<file path="src/rtl/switch_nport.sv">
// N-port packet switch: per-input FIFOs with multicast head masks, per-output
// round-robin arbiters feeding registered valid/ready output slots.
module switch_nport #(
    parameter int unsigned NUM_PORTS  = 4,
    parameter int unsigned DATA_W     = 8,
    parameter int unsigned FIFO_DEPTH = 4,
    parameter int unsigned SRC_W      = $clog2(NUM_PORTS),
    parameter int unsigned CNT_W      = 16
) (
    input  logic                                  clk,
    input  logic                                  rst_n,
    input  logic [NUM_PORTS-1:0]                  in_valid,
    output logic [NUM_PORTS-1:0]                  in_ready,
    input  logic [NUM_PORTS*(NUM_PORTS+DATA_W)-1:0] in_data,
    output logic [NUM_PORTS-1:0]                  out_valid,
    input  logic [NUM_PORTS-1:0]                  out_ready,
    output logic [NUM_PORTS*(SRC_W+DATA_W)-1:0]   out_data,
    output logic [CNT_W-1:0]                      drop_count
);
    localparam int unsigned IW = NUM_PORTS + DATA_W;
    localparam int unsigned OW = SRC_W + DATA_W;
    localparam int unsigned AW = (FIFO_DEPTH > 1) ? $clog2(FIFO_DEPTH) : 1;
    localparam int unsigned CW = AW + 1;

    logic [IW-1:0]                       r_mem [NUM_PORTS][FIFO_DEPTH];
    logic [AW-1:0]                       r_wp  [NUM_PORTS];
    logic [AW-1:0]                       r_rp  [NUM_PORTS];
    logic [CW-1:0]                       r_cnt [NUM_PORTS];
    logic [NUM_PORTS-1:0]                r_in_ready;
    logic [NUM_PORTS-1:0]                r_hv;
    logic [NUM_PORTS-1:0][NUM_PORTS-1:0] r_rem;
    logic [SRC_W-1:0]                    r_ptr [NUM_PORTS];
    logic [NUM_PORTS-1:0]                r_ov;
    logic [OW-1:0]                       r_od  [NUM_PORTS];
    logic [CNT_W-1:0]                    r_drop;

    logic [NUM_PORTS-1:0]                w_acc;
    logic [NUM_PORTS-1:0]                w_push;
    logic [NUM_PORTS-1:0]                w_drop;
    logic [NUM_PORTS-1:0]                w_pop;
    logic [NUM_PORTS-1:0][NUM_PORTS-1:0] w_clr;
    logic [NUM_PORTS-1:0]                w_gv;
    logic [SRC_W-1:0]                    w_gsel    [NUM_PORTS];
    logic [CW-1:0]                       w_cnt_nxt [NUM_PORTS];
    logic [IW-1:0]                       w_head    [NUM_PORTS];
    logic [CNT_W-1:0]                    w_drop_nxt;

    // Input accept decode: zero-mask beats are counted, never stored
    always_comb begin
        for (int i = 0; i < int'(NUM_PORTS); i++) begin
            w_acc[i]  = in_valid[i] & r_in_ready[i];
            w_push[i] = w_acc[i] & (|in_data[i*IW+DATA_W +: NUM_PORTS]);
            w_drop[i] = w_acc[i] & ~(|in_data[i*IW+DATA_W +: NUM_PORTS]);
            w_head[i] = r_mem[i][r_rp[i]];
        end
    end

    // Per-output round-robin arbitration; w_clr[i][j] marks input i granted by output j
    always_comb begin
        int   idx;
        logic found;
        idx   = 0;
        found = 1'b0;
        w_clr = '0;
        w_gv  = '0;
        for (int j = 0; j < int'(NUM_PORTS); j++) begin
            w_gsel[j] = '0;
            found     = 1'b0;
            if (!r_ov[j] || out_ready[j]) begin
                for (int k = 0; k < int'(NUM_PORTS); k++) begin
                    idx = (int'(r_ptr[j]) + k) % int'(NUM_PORTS);
                    if (!found && r_hv[idx] && r_rem[idx][j]) begin
                        found     = 1'b1;
                        w_gsel[j] = SRC_W'(idx);
                    end
                end
            end
            w_gv[j] = found;
            if (found) w_clr[w_gsel[j]][j] = 1'b1;
        end
    end

    // Pop once the last outstanding destination of the head is granted
    always_comb begin
        w_drop_nxt = r_drop;
        for (int i = 0; i < int'(NUM_PORTS); i++) begin
            w_pop[i]     = r_hv[i] & ~(|(r_rem[i] & ~w_clr[i]));
            w_cnt_nxt[i] = r_cnt[i] + CW'(w_push[i]) - CW'(w_pop[i]);
            if (w_drop[i] && (w_drop_nxt != '1)) w_drop_nxt = w_drop_nxt + CNT_W'(1);
        end
    end

    always_ff @(posedge clk) begin
        for (int i = 0; i < int'(NUM_PORTS); i++) begin
            if (w_push[i]) r_mem[i][r_wp[i]] <= in_data[i*IW +: IW];
        end
    end

    // Input side: FIFO pointers, registered ready, head remaining-mask tracking
    always_ff @(posedge clk or negedge rst_n) begin
        if (!rst_n) begin
            for (int i = 0; i < int'(NUM_PORTS); i++) begin
                r_wp[i]  <= '0;
                r_rp[i]  <= '0;
                r_cnt[i] <= '0;
            end
            r_in_ready <= '0;
            r_hv       <= '0;
            r_rem      <= '0;
            r_drop     <= '0;
        end else begin
            r_drop <= w_drop_nxt;
            for (int i = 0; i < int'(NUM_PORTS); i++) begin
                r_cnt[i]      <= w_cnt_nxt[i];
                r_in_ready[i] <= (w_cnt_nxt[i] != CW'(FIFO_DEPTH));
                if (w_push[i]) r_wp[i] <= r_wp[i] + AW'(1);
                if (w_pop[i]) begin
                    r_rp[i]  <= r_rp[i] + AW'(1);
                    r_hv[i]  <= 1'b0;
                    r_rem[i] <= '0;
                end else if (r_hv[i]) begin
                    r_rem[i] <= r_rem[i] & ~w_clr[i];
                end else if (r_cnt[i] != '0) begin
                    r_hv[i]  <= 1'b1;
                    r_rem[i] <= w_head[i][IW-1 -: NUM_PORTS];
                end
            end
        end
    end

    // Output slots: load on empty or handshake, hold under backpressure
    always_ff @(posedge clk or negedge rst_n) begin
        if (!rst_n) begin
            for (int j = 0; j < int'(NUM_PORTS); j++) begin
                r_ptr[j] <= '0;
                r_od[j]  <= '0;
            end
            r_ov <= '0;
        end else begin
            for (int j = 0; j < int'(NUM_PORTS); j++) begin
                if (!r_ov[j] || out_ready[j]) begin
                    r_ov[j] <= w_gv[j];
                    if (w_gv[j]) begin
                        r_od[j]  <= {w_gsel[j], w_head[w_gsel[j]][DATA_W-1:0]};
                        r_ptr[j] <= (w_gsel[j] == SRC_W'(NUM_PORTS - 1)) ? '0
                                                                         : w_gsel[j] + SRC_W'(1);
                    end
                end
            end
        end
    end

    for (genvar g = 0; g < int'(NUM_PORTS); g++) begin : g_out
        assign out_data[g*OW +: OW] = r_od[g];
    end

    assign in_ready   = r_in_ready;
    assign out_valid  = r_ov;
    assign drop_count = r_drop;

endmodule

</file>
<file path="config.mk">
export PLATFORM = sky130hd
export DESIGN_NAME = switch_nport
export DESIGN_NICKNAME = d
export VERILOG_FILES = /design/src/rtl/switch_nport.sv
export SDC_FILE = /design/constraint.sdc
export NUM_CORES = 1
export LEC_CHECK = 0
export CORE_ASPECT_RATIO = 1.25
export CORE_MARGIN = 1
export CORE_UTILIZATION = 35
export CTS_CLUSTER_SIZE = 20
export DETAILED_ROUTE_END_ITERATION = 10
export GPL_ROUTABILITY_DRIVEN = 0
export PLACE_DENSITY = 0.64
export SLEW_MARGIN = 20
export SYNTH_ARGS = -nofsm -noshare
export SYNTH_HDL_FRONTEND = slang
export SYNTH_SLANG_ARGS = --single-unit
export TNS_END_PERCENT = 5
</file>
<file path="constraint.sdc">
create_clock -name clk -period 10 [get_ports clk]
set_input_delay 2 -clock clk [delete_from_list [all_inputs] [get_ports clk]]
set_output_delay 2 -clock clk [all_outputs]
set_load 0.02 [all_outputs]
</file>
* Word level (Yosys, flattened, before mapping)
Memories as Yosys holds them, arrays and structs flattened. Index checks and enable logic that the tools add are counted.
Word-level totals: bits in registers 120, memory bits (writable) 192, input bits 58, output and inout port bits 64, logic and storage cells 495, memories kept 1
Operators by class: $add $sub $neg 36, magnitude comparators 40, eq/ne operators 12, multiplexer cells 224, bitwise logic cells 59, reductions and logical operators 92
Memory list:
- r_mem | depth 4, width 48, read ports 4, clocked after memory_dff 0, wr ports 4, RTL line 25 | logic [IW-1:0] r_mem [NUM_PORTS][FIFO_DEPTH];
Operators by type and width (count):
- 12-bit binary-select mux with 2-bit select | 8
- 48-bit 2-to-1 mux | 4
- 12-bit 2-to-1 mux | 12
- 4-bit binary-select mux with 2-bit select | 16
- 16-bit 2-to-1 mux | 8
- 12-bit demux with 2-bit select | 4
- 1-bit 2-to-1 mux | 84
- 4-bit 2-to-1 mux | 20
- 16-bit by 1-bit adder with 16-bit output, second input constant | 4
- 2-bit 2-to-1 mux | 32
- 8-bit 2-to-1 mux | 8
- 16-bit inequality test, second input constant | 4
- 3-bit by 4-bit < comparator with 1-bit output, second input constant | 12
- 16-bit bitwise OR | 3
- 1-bit logical AND | 40
- 3-bit greater-or-equal comparator, second input constant | 12
- 2-bit inverter with 3-bit output | 12
- 2-bit by 1-bit adder with 2-bit output, second input constant | 16
- 1-bit binary-select mux with 2-bit select | 16
- 4-bit demux with 2-bit select | 4
- 4-bit OR reduction | 8
- 2-bit by 3-bit < comparator with 1-bit output, second input constant | 8
- 3-bit 2-to-1 mux | 8
- 3-bit nonzero test | 8
- other kinds (16) | 112

* Longest topological paths before layout
word-level depth 38, mapped depth 27, mapped depth without buffers 25

* Worst setup path before layout
Ideal clock, no wire load.
path kind in2reg, from input port in_data[9], to register r_drop[3] (netlist: drop_count[3]), setup time 131 ps, arrival 7492 ps, required time 9869 ps, setup slack 2377 ps, stages on the path 25, buffers on the path 2, path through nor4_1 -> nand2_1 -> nor2_1 -> xnor2_1 -> inv_1 -> ha_1 -> o21ai_0 -> a21oi_1 -> nand4_4 -> o21ai_4 -> xnor2_1 -> ha_1 -> nand2_1 -> nor4_4 -> a21oi_1 -> clkbuf_1 -> xor2_1 -> ha_1 -> nand2_1 -> o2bb2ai_1 -> and4_1 -> nand4_2 -> buf_4 -> a41oi_1 -> nand3_1
On the way: cells in the longest elaborated chain, start to end 14, elaborated cells on any way between the ends 17, those cells by class add/sub: 3; eq/ne: 3; mux: 4; bitwise: 2; reduce/logical: 5
RTL lines:
- from (decl) | RTL line 14 | input logic [NUM_PORTS*(NUM_PORTS+DATA_W)-1:0] in_data,
- 4-bit OR reduction (*) | RTL line 53 | w_drop[i] = w_acc[i] & ~(|in_data[i*IW+DATA_W +: NUM_PORTS]);
- 1-bit inverter (*) | RTL line 53
- 1-bit AND (*) | RTL line 53
- 1-bit logical AND (*) | RTL line 89 | if (w_drop[i] && (w_drop_nxt != '1)) w_drop_nxt = w_drop_nxt + CNT_W'(1);
- 16-bit 2-to-1 mux (*) | RTL line 89
- branches (longest 2 deep; another with 16-bit by 1-bit adder with 16-bit output)
- 16-bit 2-to-1 mux (*) | RTL line 89
- branches (longest 2 deep; another with 16-bit by 1-bit adder with 16-bit output)
- 16-bit 2-to-1 mux (*) | RTL line 89
- branches (longest 2 deep; another with 16-bit by 1-bit adder with 16-bit output)
- 16-bit 2-to-1 mux (*) | RTL line 89
- via w_drop_nxt[3] | RTL line 46 | logic [CNT_W-1:0] w_drop_nxt;
- to (signal assigned) | RTL line 112 | r_drop <= w_drop_nxt;
- to (decl) | RTL line 35 | logic [CNT_W-1:0] r_drop;
Mark *: on every way through the listed nets, which the timed path passes. A chain may end at the register's enable or synchronous reset.

* Final worst setup path
from input port in_data[8], to register r_drop[1] (netlist: drop_count[1])
Same word-level chain as after synthesis.

==> run_results.csv <==
group,metric,value,unit
synthesis,yosysWarnings,0,
pwr,swShare,39.6,%
worst_setup_path,critPathMaxStageDelay,0.61,ns
worst_setup_path,start_kind,"primary input",
synthesis,yosys.area.top_type,"edfxtp_1",
cells_and_area,layout_commonest_cell,"edfxtp_1",
drt,drtPass1Iterations,6,
floorplanning,num_io_pins,122,
synthesis,synth_top_cell_area_share,35.8,%
clock_tree,htree_levels,2,
sta,slew_headroom,32.4,%
pwr,p_int,3540,uW
grt,grt_overflow_total,0,
pwr,power.share.clock,20.2,%
clock_tree,cts_buffers,34,
clock_tree,cts_hold_buf,0,
synthesis,synthCells,1316,
pwr,switchingPower,2320,uW
sta,hold_viol_final,0,
grt,antenna_found_initial,0,
cells_and_area,multiInputGateArea,6990,um2
synthesis,ys_ff_latch,312,
cells_and_area,nets,1533,
drt,detail-route-antenna-nets,0,
clock_tree,cts_resized,0,
worst_setup_path,slowest_stage,"nor4_1",
flow_run,cap_viol_max_count,0,
clock_tree,clkLatencyLatePin,0.54,ns
pwr,power.leakage,0.00681,uW
drt,vias,11200,
cells_and_area,regArea,8770,um2
worst_setup_path,path_max_fanout,15,
synthesis,ys_async_sr_fraction,38.5,%
worst_setup_path,worstPathRequired,10.39,ns
clock_tree,cts.sinks,312,
place,dpl.hpwl,30000,um
floorplanning,fp.dieH,242,um
cells_and_area,fillers,4294,
synthesis,netlist_area,16100,um2
worst_setup_path,worstSetupEndpointType,"flop",
clock_tree,cts_tree,"built",
floorplanning,rows,87,
drt,wire_per_inst,20.1,um
outcome,status,"finished clean",
floorplanning,dieArea,46900,um2
floorplanning,core_area,45300,um2
sta,grt_setup_unrepaired,"no",
worst_setup_path,worst-endpoint-arrival,9.26,ns
sta,tns,0,ns
synthesis,synth_fp_nets,1422,
synthesis,synth_cell_types,91,
clock_tree,postCtsSetupRepairBufs,0,
worst_setup_path,critPathKind,"primary input to flop",
floorplanning,dieWidth,194,um
clock_tree,clk_pin_slew,0.06,ns
pwr,seqPwrFrac,36.5,%
grt,grtUsageTotal,17.6,%
grt,grt_max_degree,76,
cells_and_area,most-common-layout-cells,"edfxtp_1 (192), nand2_1 (166), dfrtp_1 (120), clkdlybuf4s50_1 (120), o21ai_0 (72)",
sta,max_freq,113,MHz
sta,min_period_over_period,88.7,%
synthesis,yosysSeqAreaShare,54.4,%
clock_tree,clock_path_buffers,3,
place,dp.cells,1969,
sta,skew,0.0352,ns
grt,grt_pass1_vias,11400,
synthesis,synth_area_leaders,"edfxtp_1 (36%), dfrtp_1 (19%), mux4_2 (6.7%)",
drt,drc,0,
drt,drt_iter0_drc,687,
clock_tree,cts_root_buf,"clkbuf_16",
pwr,combPwrFrac,43.3,%
drt,viasPerCell,5.53,
pwr,cellPowerDensity,309,nW/um2
sta,drv_slew,0,
place,port_buffers,121,
floorplanning,initial_core_util,35.6,%
synthesis,syn_avg_cell_area,12.2,um2
min_path,hold_path.class,"flop to flop",
cells_and_area,final-instance-count-excl-fill,2031,
drt,wl,40800,um
grt,grt_pass1_wl,64600,um
cells_and_area,drive_gt1_share,12.0,%
sta,min_period,8.87,ns
worst_setup_path,path_delay_family,"simple AND/OR/NAND/NOR gates",
worst_setup_path,path_common_cell,"nand2_1",
worst_setup_path,path_buf_inv,4,
synthesis,synth_flop_cell,"edfxtp_1",
sta,setup_viol,0,
pwr,max-vdd-ir-drop,138,uV
synthesis,synth_edf_count,192,
cells_and_area,diodes,0,
cells_and_area,area.growth.synth_to_final,17.8,%
sta,worstMarginPinSlew,1.01,ns
-- cell type report --
| type | instances | share of cell area [%] |
|---|---|---|
| Sequential cell | 312 | 46.2 |
| Clock inverter | 15 | 0.666 |
| Clock buffer | 47 | 4.85 |
| Multi-Input combinational cell | 906 | 36.8 |
| Timing Repair Buffer | 131 | 6.79 |
| Tap cell | 578 | 3.81 |
| Inverter | 42 | 0.831 |
-- cells in the mapped netlist, types with 7 or more instances --
cell,instances
clkbuf_1,43
nand3b_1,8
a31oi_1,13
nand4_1,19
a221oi_1,9
nor3_1,12
a41oi_1,7
mux2_2,28
a21oi_1,28
a211oi_1,20
o211ai_1,9
mux2i_1,38
xor2_1,23
buf_1,8
and2_1,18
and3_1,16
ha_1,44
a22oi_1,9
inv_1,42
dfrtp_1,120
nor2_1,63
a21o_1,15
nand2_1,166
o22ai_1,11
xnor2_1,42
nand2b_1,8
mux4_2,48
a22o_1,10
nor4_1,17
nand3_1,39
edfxtp_1,192
o21ai_0,72
-- power groups by stage --
stage | sequential, uW | clock, uW | combinational, uW
final | 2130 | 1180 | 2540
after global routing | 2190 | 1260 | 2800
after CTS | 2140 | 1210 | 2560
after detailed placement | 2160 | 0 | 2540
after global placement | 2150 | 0 | 2480
after floorplan | 2050 | 0 | 1770
-- worst register-to-register path: cells and delay by family, from the launching register on --
kind                     cells  cell delay, ns
AO/OA/AOI/OAI                6            1.37
XOR/XNOR                     2            0.50
adder cells (fa/ha/maj)      4            1.43
buffers and inverters        3            0.51
flip-flops                   1            0.60
multiplexers                 1            0.35
AND/OR/NAND/NOR             11            3.21
-- cell families after synthesis --
logic type,after synthesis,synth area share (%)
AOI/OAI and AO/OA,265,11.5
xor gates and xnor gates,65,3.53
adders and majority gates,48,3.91
buffers and inverters,98,2.35
DFF,312,54.4
muxes,115,11.1
and+or+nand+nor,413,13.2
-- per-stage QoR --
step / util [%] / total power [uW] / setup slack [ns] / area (um2) / hold WS (ns)
after floorplan: - / 3820 / 2.38 / 16100 / 0.466
after global placement: 39.6 / 4630 / 0.858 / 17900 / 0.464
after detailed placement: 39.6 / 4710 / 0.698 / 17900 / 0.465
after CTS: 41.9 / 5910 / 1.19 / 19000 / 0.479
after global routing: 41.9 / 6250 / 0.482 / 19000 / 0.515
final: 41.9 / 5860 / 1.13 / 19000 / 0.474
-- layer usage --
layer / wire [um] / GRT usage (%) / up-vias / part of all wire (%)
met4: 1230 / 6.40 / 0 / 3.0
met2: 21100 / 31.5 / 354 / 52
met1: 16700 / 21.7 / 5559 / 41
li1: - / - / 5244 / -
met3: 1710 / 1.94 / 79 / 4.2
met5: 0 / 0 / - / 0
-- final timing paths --
path / start / to / slack [ns] / cells after the start
max: in_data[8] / drop_count[1] / 1.13 / 27
min: out_data[38] / out_data[38] / 0.47 / 2
min in group asynchronous: rst_n / out_data[30] / 1.48 / 1
max in group asynchronous: rst_n / r_ptr[3] / 7.35 / 2
max reg2reg: drop_count[0] / drop_count[1] / 1.90 / 27
min reg2reg: out_data[38] / out_data[38] / 0.47 / 2
-- state kept, by name (all words and copies together) (netlist names) --
| name | count |
|---|---|
| r_mem | 192 |
| r_hv | 4 |
| r_cnt | 12 |
| in_ready | 4 |
| out_valid | 4 |
| r_ptr | 8 |
| out_data | 40 |
| r_rem | 16 |
| r_wp | 8 |
| r_rp | 8 |
| drop_count | 16 |
Note: power is estimated with default switching activity, not from simulation.
